==> src/rtl/pipe_pkg.sv <==
// rtl/pipe_pkg.sv - shared pipeline definitions for the WB control field
//
// Purpose: widths, bit positions and the typedef of the 2-bit WB control
// field produced by the ID opcode decoder and consumed by MEM/WB.
// Ports: none (package).
package pipe_pkg;

  localparam int WB_W        = 2;
  localparam int WB_REGWRITE = 0;
  localparam int WB_MEMTOREG = 1;
  localparam int REG_ZERO    = 0;

  typedef logic [WB_W-1:0] wbField_t;

  function automatic logic wbRegWrite(input wbField_t f);
    return f[WB_REGWRITE];
  endfunction

  function automatic logic wbMemToReg(input wbField_t f);
    return f[WB_MEMTOREG];
  endfunction

endpackage

==> src/rtl/mem_wb_writeback_if.sv <==
// rtl/mem_wb_writeback_if.sv - MEM/WB stage bus bundle
//
// Purpose: groups the MEM-stage inputs, pipeline controls and the
// register-file write port / retire count of the writeback stage.
// Modports:
//   master - drives mem_*, wb_stall, wb_flush; observes write port
//   slave  - the writeback stage itself
// With FORWARD_EN defined, ex_rs/ex_rt and fwd_* are added.
interface mem_wb_writeback_if
  import pipe_pkg::*;
#(
  parameter int DATA_W = 32,
  parameter int REG_AW = 5,
  parameter int CNT_W  = 32
);

  logic              mem_valid;
  wbField_t          mem_wb;
  logic [REG_AW-1:0] mem_rd;
  logic [DATA_W-1:0] mem_alu_result;
  logic [DATA_W-1:0] mem_rdata;
  logic              wb_stall;
  logic              wb_flush;
  logic              reg_we;
  logic [REG_AW-1:0] reg_waddr;
  logic [DATA_W-1:0] reg_wdata;
  logic              wb_valid;
  logic [CNT_W-1:0]  retired;
`ifdef FORWARD_EN
  logic [REG_AW-1:0] ex_rs;
  logic [REG_AW-1:0] ex_rt;
  logic              fwd_rs_hit;
  logic              fwd_rt_hit;
  logic [DATA_W-1:0] fwd_data;
`endif

  modport master (
    output mem_valid, mem_wb, mem_rd, mem_alu_result, mem_rdata,
    output wb_stall, wb_flush,
`ifdef FORWARD_EN
    output ex_rs, ex_rt,
    input  fwd_rs_hit, fwd_rt_hit, fwd_data,
`endif
    input  reg_we, reg_waddr, reg_wdata, wb_valid, retired
  );

  modport slave (
    input  mem_valid, mem_wb, mem_rd, mem_alu_result, mem_rdata,
    input  wb_stall, wb_flush,
`ifdef FORWARD_EN
    input  ex_rs, ex_rt,
    output fwd_rs_hit, fwd_rt_hit, fwd_data,
`endif
    output reg_we, reg_waddr, reg_wdata, wb_valid, retired
  );

endinterface

==> src/rtl/wb_retire_counter.sv <==
// rtl/wb_retire_counter.sv - retired-instruction up-counter
//
// Purpose: CNT_W-wide counter, wraps silently at 2^CNT_W-1.
// Ports: clk, rst (async active-high), en (count this edge), count.
module wb_retire_counter #(
  parameter int CNT_W = 32
) (
  input  logic             clk,
  input  logic             rst,
  input  logic             en,
  output logic [CNT_W-1:0] count
);

  always_ff @(posedge clk or posedge rst) begin
    if (rst) begin
      count <= '0;
    end else if (en) begin
      count <= count + CNT_W'(1);
    end
  end

endmodule

==> src/rtl/mem_wb_writeback.sv <==
// rtl/mem_wb_writeback.sv - MEM/WB pipeline register and writeback stage
//
// Purpose: registers the MEM-stage result, drives the register-file write
// port combinationally from those registers, and counts retirements.
// Ports:
//   clk, rst - pipeline clock, asynchronous active-high reset
//   bus      - mem_wb_writeback_if.slave (MEM inputs, stall/flush,
//              reg_we/reg_waddr/reg_wdata, wb_valid, retired)
// Optional macro FORWARD_EN: adds WB->EX forwarding hit detection
// (ex_rs/ex_rt in, fwd_rs_hit/fwd_rt_hit/fwd_data out).
module mem_wb_writeback
  import pipe_pkg::*;
#(
  parameter int DATA_W = 32,
  parameter int REG_AW = 5,
  parameter int CNT_W  = 32
) (
  input  logic               clk,
  input  logic               rst,
  mem_wb_writeback_if.slave  bus
);

  logic              validQ;
  wbField_t          wbQ;
  logic [REG_AW-1:0] rdQ;
  logic [DATA_W-1:0] aluQ;
  logic [DATA_W-1:0] rdataQ;
  logic              retireEn;
  logic              regWe;

  // Flush only clears the control bits; data registers simply hold since
  // a bubble never writes.
  always_ff @(posedge clk or posedge rst) begin
    if (rst) begin
      validQ <= 1'b0;
      wbQ    <= '0;
      rdQ    <= '0;
      aluQ   <= '0;
      rdataQ <= '0;
    end else if (bus.wb_flush) begin
      validQ <= 1'b0;
      wbQ    <= '0;
    end else if (!bus.wb_stall) begin
      validQ <= bus.mem_valid;
      wbQ    <= bus.mem_wb;
      rdQ    <= bus.mem_rd;
      aluQ   <= bus.mem_alu_result;
      rdataQ <= bus.mem_rdata;
    end
  end

  // Bubbles never write whatever wbQ holds, and r0 is never written.
  assign regWe = validQ & wbRegWrite(wbQ) & (rdQ != REG_AW'(REG_ZERO));

  assign bus.reg_we    = regWe;
  assign bus.reg_waddr = rdQ;
  assign bus.reg_wdata = wbMemToReg(wbQ) ? rdataQ : aluQ;
  assign bus.wb_valid  = validQ;

  // The WB occupant leaves when the stage advances; a flush also evicts
  // it as completed, even when a stall is asserted alongside.
  assign retireEn = validQ & (~bus.wb_stall | bus.wb_flush);

  wb_retire_counter #(
    .CNT_W (CNT_W)
  ) u_retire (
    .clk   (clk),
    .rst   (rst),
    .en    (retireEn),
    .count (bus.retired)
  );

`ifdef FORWARD_EN
  assign bus.fwd_rs_hit = regWe & (bus.ex_rs == rdQ);
  assign bus.fwd_rt_hit = regWe & (bus.ex_rt == rdQ);
  assign bus.fwd_data   = bus.reg_wdata;
`endif

endmodule

==> src/flat_wrapper.sv <==
// flat-port wrapper written by rule: the top's interface ports become plain ports
module mem_wb_writeback_flat import pipe_pkg::*;
#(
  parameter int DATA_W = 32,
  parameter int REG_AW = 5,
  parameter int CNT_W  = 32
)
  (clk, rst, bus_mem_valid, bus_mem_wb, bus_mem_rd, bus_mem_alu_result, bus_mem_rdata, bus_wb_stall, bus_wb_flush, bus_reg_we, bus_reg_waddr, bus_reg_wdata, bus_wb_valid, bus_retired);
  mem_wb_writeback_if #(.DATA_W(DATA_W), .REG_AW(REG_AW), .CNT_W(CNT_W)) bus_i ();
  input  logic clk;
  input  logic rst;
  input wire logic [$bits(bus_i.mem_valid)-1:0] bus_mem_valid;
  input wire logic [$bits(bus_i.mem_wb)-1:0] bus_mem_wb;
  input wire logic [$bits(bus_i.mem_rd)-1:0] bus_mem_rd;
  input wire logic [$bits(bus_i.mem_alu_result)-1:0] bus_mem_alu_result;
  input wire logic [$bits(bus_i.mem_rdata)-1:0] bus_mem_rdata;
  input wire logic [$bits(bus_i.wb_stall)-1:0] bus_wb_stall;
  input wire logic [$bits(bus_i.wb_flush)-1:0] bus_wb_flush;
  output wire logic [$bits(bus_i.reg_we)-1:0] bus_reg_we;
  output wire logic [$bits(bus_i.reg_waddr)-1:0] bus_reg_waddr;
  output wire logic [$bits(bus_i.reg_wdata)-1:0] bus_reg_wdata;
  output wire logic [$bits(bus_i.wb_valid)-1:0] bus_wb_valid;
  output wire logic [$bits(bus_i.retired)-1:0] bus_retired;
  assign bus_i.mem_valid = bus_mem_valid;
  assign bus_i.mem_wb = bus_mem_wb;
  assign bus_i.mem_rd = bus_mem_rd;
  assign bus_i.mem_alu_result = bus_mem_alu_result;
  assign bus_i.mem_rdata = bus_mem_rdata;
  assign bus_i.wb_stall = bus_wb_stall;
  assign bus_i.wb_flush = bus_wb_flush;
  assign bus_reg_we = bus_i.reg_we;
  assign bus_reg_waddr = bus_i.reg_waddr;
  assign bus_reg_wdata = bus_i.reg_wdata;
  assign bus_wb_valid = bus_i.wb_valid;
  assign bus_retired = bus_i.retired;
  mem_wb_writeback #(.DATA_W(DATA_W), .REG_AW(REG_AW), .CNT_W(CNT_W)) u_core (.clk(clk), .rst(rst), .bus(bus_i));
endmodule
==> config.mk <==
export PLATFORM = sky130hd
export DESIGN_NAME = mem_wb_writeback_flat
export DESIGN_NICKNAME = d
export VERILOG_FILES = /design/src/rtl/pipe_pkg.sv /design/src/rtl/mem_wb_writeback_if.sv /design/src/rtl/wb_retire_counter.sv /design/src/rtl/mem_wb_writeback.sv /design/src/flat_wrapper.sv
export SDC_FILE = /design/constraint.sdc
export NUM_CORES = 1
export LEC_CHECK = 0
export ABC_AREA = 1
export ABC_CLOCK_PERIOD_IN_PS = 2100
export BUFFER_PORTS_ARGS = -buffer_cell sky130_fd_sc_hd__buf_2
export CELL_PAD_IN_SITES_DETAIL_PLACEMENT = 0
export CELL_PAD_IN_SITES_GLOBAL_PLACEMENT = 1
export CORE_AREA = 2 2 132 134
export DETAILED_ROUTE_END_ITERATION = 12
export DIE_AREA = 0 0 134 136
export PLACE_DENSITY = 0.75
export SYNTH_ARGS = -nofsm -noshare
export SYNTH_HDL_FRONTEND = slang
export SYNTH_HIERARCHICAL = 1
export SYNTH_SLANG_ARGS = --single-unit
==> constraint.sdc <==
create_clock -name clk -period 2.1 [get_ports clk]
set_input_delay 0.315 -clock clk [delete_from_list [all_inputs] [get_ports clk]]
set_output_delay 0.315 -clock clk [all_outputs]
set_load 0.02 [all_outputs]
* Word-level counts from Yosys, hierarchy flattened
Index checks and enable logic that the tools add are counted.
** Word-level totals
- Bits in read-only memories :: 0
- Memory bits (writable) :: 0
- Bits in latches :: 0
- Output and inout bits :: 71
- Memories :: 0
- Flip-flop bits (word level) :: 104
- Word-level logic and storage cells :: 21
** Cells by class
- Order comparisons :: 0
- Equality and inequality tests :: 1
- Add/subtract/negate cells :: 1
- Div/mod/pow operators :: 0
- $mul :: 0
- Shifts and indexed selects :: 0
- Reductions and logical operators :: 2
- Bitwise gates (word level) :: 6
- Mux-type cells :: 5
** Operators by type and width (number)
- 32-bit by 1-bit adder with 32-bit output (second input constant) :: 1
- 32-bit 2-to-1 mux :: 1
- 5-bit nonzero test :: 1
- 2-bit 2-to-1 mux :: 2
- 1-bit bitwise AND :: 3
- 1-bit 2-to-1 mux :: 2
- 2-bit by 1-bit inequality test with 1-bit output (second input constant) :: 1
- 1-bit NOT :: 2
- 2-bit AND reduction :: 1
- 1-bit bitwise OR :: 1

* Depth between registers and ports, before layout
- Depth in word-level cells :: 3
- Depth in mapped cells :: 11
- Gate-level depth less buffers :: 10

* Cells and area by module
Netlist, hierarchy kept.
** Modules (own cells, without submodules)
- mem_wb_writeback :: times used 1, sequential area each 1801.7 µm², area an instance 3205.6 µm², cells an instance 390
- wb_retire_counter :: times used 1, sequential area each 800.8 µm², area an instance 1730.4 µm², cells an instance 207

* Worst setup path before layout
No wires, ideal clock.
- Kind :: flip-flop to flip-flop
- Start point :: register u_core.validQ, in the netlist u_core/bus.wb_valid
- End point :: register u_core.u_retire.count[26]
- Stages on the path, launching flop included :: 10
- Required time :: 1.983 ns
- Library setup time :: 0.117 ns
- Buffers on the path :: 0
- Slack :: 0.416 ns
- Arrival :: 1.566 ns
- Path through :: dfrtp_1 > inv_1 > a21oi_1 > nand2_1 > nor2_4 > nand3_2 > nor2_4 > nand3_1 > nand2_1 > nand2_1
** On the way
- Word-level cells in the longest chain between the ends :: 1
** Ends and longest elaborated chain
- from (decl) :: line mem_wb_writeback.sv:23 : logic validQ;
- from (signal assigned) :: line mem_wb_writeback.sv:44 : validQ <= bus.mem_valid;
- 1-bit bitwise AND :: line mem_wb_writeback.sv:62 : assign retireEn = validQ & (~bus.wb_stall | bus.wb_flush);
- named net u_core.retireEn :: line mem_wb_writeback.sv:28 : logic retireEn;
- to (signal assigned) :: line wb_retire_counter.sv:18 : count <= count + CNT_W'(1);
- to (decl) :: line wb_retire_counter.sv:11 : output logic [CNT_W-1:0] count
The timed path passes the listed nets, and every way through them passes these cells.
A chain may end at the register's enable or synchronous reset.

* Worst setup path after layout
- Start point :: register u_core.wbQ[1]
- End point :: output port bus_reg_wdata[6]
** On the way
- Word-level cells in the longest chain between the ends :: 1
** Ends and longest elaborated chain
- from (decl) :: line mem_wb_writeback.sv:24 : wbField_t wbQ;
- from (signal assigned) :: line mem_wb_writeback.sv:45 : wbQ <= bus.mem_wb;
- 32-bit 2-to-1 mux :: line mem_wb_writeback.sv:57 : assign bus.reg_wdata = wbMemToReg(wbQ) ? rdataQ : aluQ;
- to (decl) :: line flat_wrapper.sv:21 : output wire logic [$bits(bus_i.reg_wdata)-1:0] bus_reg_wdata;
Every way passes these cells.

==> qor.yml <==
outcome: "completed"
grt_pass1_vias: 4143
r2r_end: "u_core/u_retire/count[23]"
slew_headroom_pct: 69.9
power_mw: 4.93
numCtsBuffers: 9
hold_depth: 3
finalCriticalPeriod_ps: 1760
grt_overflow_total: 0
fmax_mhz: 569
cts_max_path_buffers: 2
dpl_cell_area_um2: 5930
worst_pin_slew_ps: 451
r2r_start: "u_core/bus.wb_valid"
ios: 147
via_count: 4231
die_area_um2: 18200
crit_buf_inv: 2
finalSetupViolations: 0
synth_area_um2: 4940
dr.pass1.iters: 4
setup-tns-final_ps: 0
power.leakage_nw: 3.26
hold_ws_ps: 158
syn_nets: 674
grt_first_pass_wirelength_um: 20800
grt_antenna_before_repair: 2
synthCells: 597
met1_usage_pct: 19.0
top_usage_layer: "met2"
postCtsSetupRepairBufs: 0
r2r_slack_ps: 430
drtIter0Drc: 150
maxSlewViolCount: 0
start_util_pct: 29.2
place.gp.congestion: 0.831
power.density_nw_per_um2: 790
chipWidth_um: 134
cts_tree: "done"
rsz0062_at_grt: "no"
final_core_util_pct: 36.9
io_buffers: 146
path_cells: "buf_12, o21ai_0, buf_2"
use_met2_pct: 23.5
row_count: 48
cp.arrival_ps: 1440
ys_seq_elements: 104
ant_nets: 0
clkTransAtPathRegs_ps: 80
via_per_inst: 4.35
cpPeakStageDelay_ps: 460
hp-start: "bus_mem_rdata[31]"
endpoint_kind: "primary output"
crit_fanout: 59
dpl.hpwl_um: 8990
fin_skew_ps: 4.85
yosys_warnings: 6
hold_path.class: "in -> reg"
post-route-period-util_pct: 83.7
fin_area_um2: 6230
cap_violations: 0
drt-total-wl_um: 12700
cp_data_required_time_ps: 1780
ctsResizeCount: 0
use_met3_pct: 2.27
wire_per_inst_um: 13.1
drive_above_1_share_pct: 26.0
cp_slowest_cell: "dfrtp_2"
syn_area_per_cell_um2: 8.27
drc_errors: 0
syn_to_final_growth_pct: 26.3
die_y_um: 136
ctsHtreeMaxLevel: 3
crit_family: "flip-flops"
timing.final.hold_violations: 0
synth-seq-area-share_pct: 52.7
critPathKind: "reg -> out"
worst_hold_path.endpoint: "u_core/rdataQ[31]"
coreArea_um2: 16900
clock_latency_ps: 350
rr_worst_depth: 9
nNetsFinal: 817
gr-usage-all-layers_pct: 14.4
grt_max_degree: 60
yosysUniqueCellTypes: 25
cts_root_buffer: "clkbuf_16"
crit_path_start_kind: "flop"
vdd_ir_drop_max_uv: 382
clock-sinks: 104
nFillCells: 1808
[worst register-to-register path: stages, from the launching register on]
cell,delay (ps)
dfrtp_1,400
inv_1,50
a21oi_1,110
buf_4,150
nand2_1,80
nor2_4,220
nand2_1,150
inv_1,170
nand2_2,80
xor2_1,140
[how the worst max path moves through the flow]
stage / end / from / cells past startpoint / slack, ps
3_5_place_dp: u_core/u_retire/count[30] / bus_wb_flush / 11 / 250
4_1_cts: bus_reg_wdata[1] / u_core/wbQ[1] / 3 / 310
6_report: bus_reg_wdata[6] / u_core/wbQ[1] / 3 / 340
5_1_grt: u_core/u_retire/count[26] / u_core/bus.wb_valid / 10 / 220
3_3_place_gp: u_core/u_retire/count[23] / bus_wb_flush / 10 / 270
2_1_floorplan: u_core/u_retire/count[26] / u_core/bus.wb_valid / 9 / 420
[cell type report]
cell class | instances | area (um^2) | area share (%)
timing repair buffer | 158 | 873 | 14.0
antenna | 2 | 5.00 | 0.0803
multi-input combinational | 401 | 1930 | 30.9
clock inverter | 7 | 67.6 | 1.08
tap | 225 | 282 | 4.52
sequential | 104 | 2600 | 41.8
clock buffer | 9 | 225 | 3.61
inverter | 66 | 251 | 4.03
[timing repair]
| item | CTS | global route |
|---|---|---|
| endpoints found under the hold margin | 15 | 0 |
| hold buffers | 1 | 0 |
| endpoints found under the setup margin | 0 | 0 |
[Yosys cell counts]
cell	instances	area (um^2)
nand2_4	1	11.3
o21ai_1	10	50.1
xor2_1	14	123
nor2_8	2	40.0
ha_1	1	12.5
nand3b_1	2	15.0
nand2_2	6	37.5
nand4_1	12	75.1
nor2_1	22	82.6
nand3_2	1	10.0
nor3_1	1	5.00
nand3_1	16	80.1
buf_6	7	78.8
inv_1	66	248
nor2_2	2	12.5
nor2_4	6	67.6
buf_2	7	35.0
and2_1	1	6.26
mux2_2	1	11.3
nand2_1	204	766
xnor2_1	7	61.3
o21ai_0	91	455
a21oi_1	1	5.00
dfrtp_1	104	2600
clkbuf_1	12	45.0
[power by group]
group | internal (mW) | total (mW) | switching (mW)
combinational | 0.312 | 0.882 | 0.570
sequential | 2.22 | 2.35 | 0.130
clock | 0.845 | 1.70 | 0.856
[layer usage]
layer / up-vias / wire length, um
met5: - / 0
met4: 0 / 306
met3: 19 / 526
met2: 92 / 5960
met1: 1956 / 5900
li1: 2164 / -
[cell usage in the layout, fill, tap and decap left out]
master         count
nand4_1           12
buf_12             4
nand2_4            1
nor2_1            22
buf_4              7
ha_1               1
nand3_1           16
nand3_2            1
nand2_1          204
xnor2_1            7
inv_6              3
inv_1             65
xor2_1            14
nor2_4             6
dlygate4sd3_1      1
nor2_8             2
mux2_2             1
diode_2            2
buf_2            146
dfrtp_1          103
nor2_2             2
and2_1             1
o21ai_1           10
clkinvlp_4         2
nand3b_1           2
nand2_2            6
o21ai_0           91
dfrtp_2            1
nor3_1             1
a21oi_1            1
clkbuf_16          9
inv_8              3
[state kept, by name, indices dropped and copies added, names as in the netlist]
name,flops
u_core/aluQ,32
u_core/bus.wb_valid,1
u_core/bus.reg_waddr,5
u_core/rdataQ,32
u_core/u_retire/count,32
u_core/wbQ,2
[per-stage QoR]
step	setup WS, ps	cells
after global routing	215	970
after global placement	272	953
after CTS	312	970
final	343	972
after floorplan	416	597
after detailed placement	247	953
[cell families (layout without fill, tap and decap cells)]
family,after synthesis,after routing,synth area share (%)
flip-flops,104,104,52.7
other,0,2,0
adder cells (fa/ha/maj),1,1,0.253
AND/OR/NAND/NOR,276,276,24.5
XOR/XNOR,21,21,3.73
buffers and inverters,92,240,8.24
AO/OA/AOI/OAI,102,102,10.3
multiplexers,1,1,0.228
Note: power is estimated with default switching activity, not from simulation.
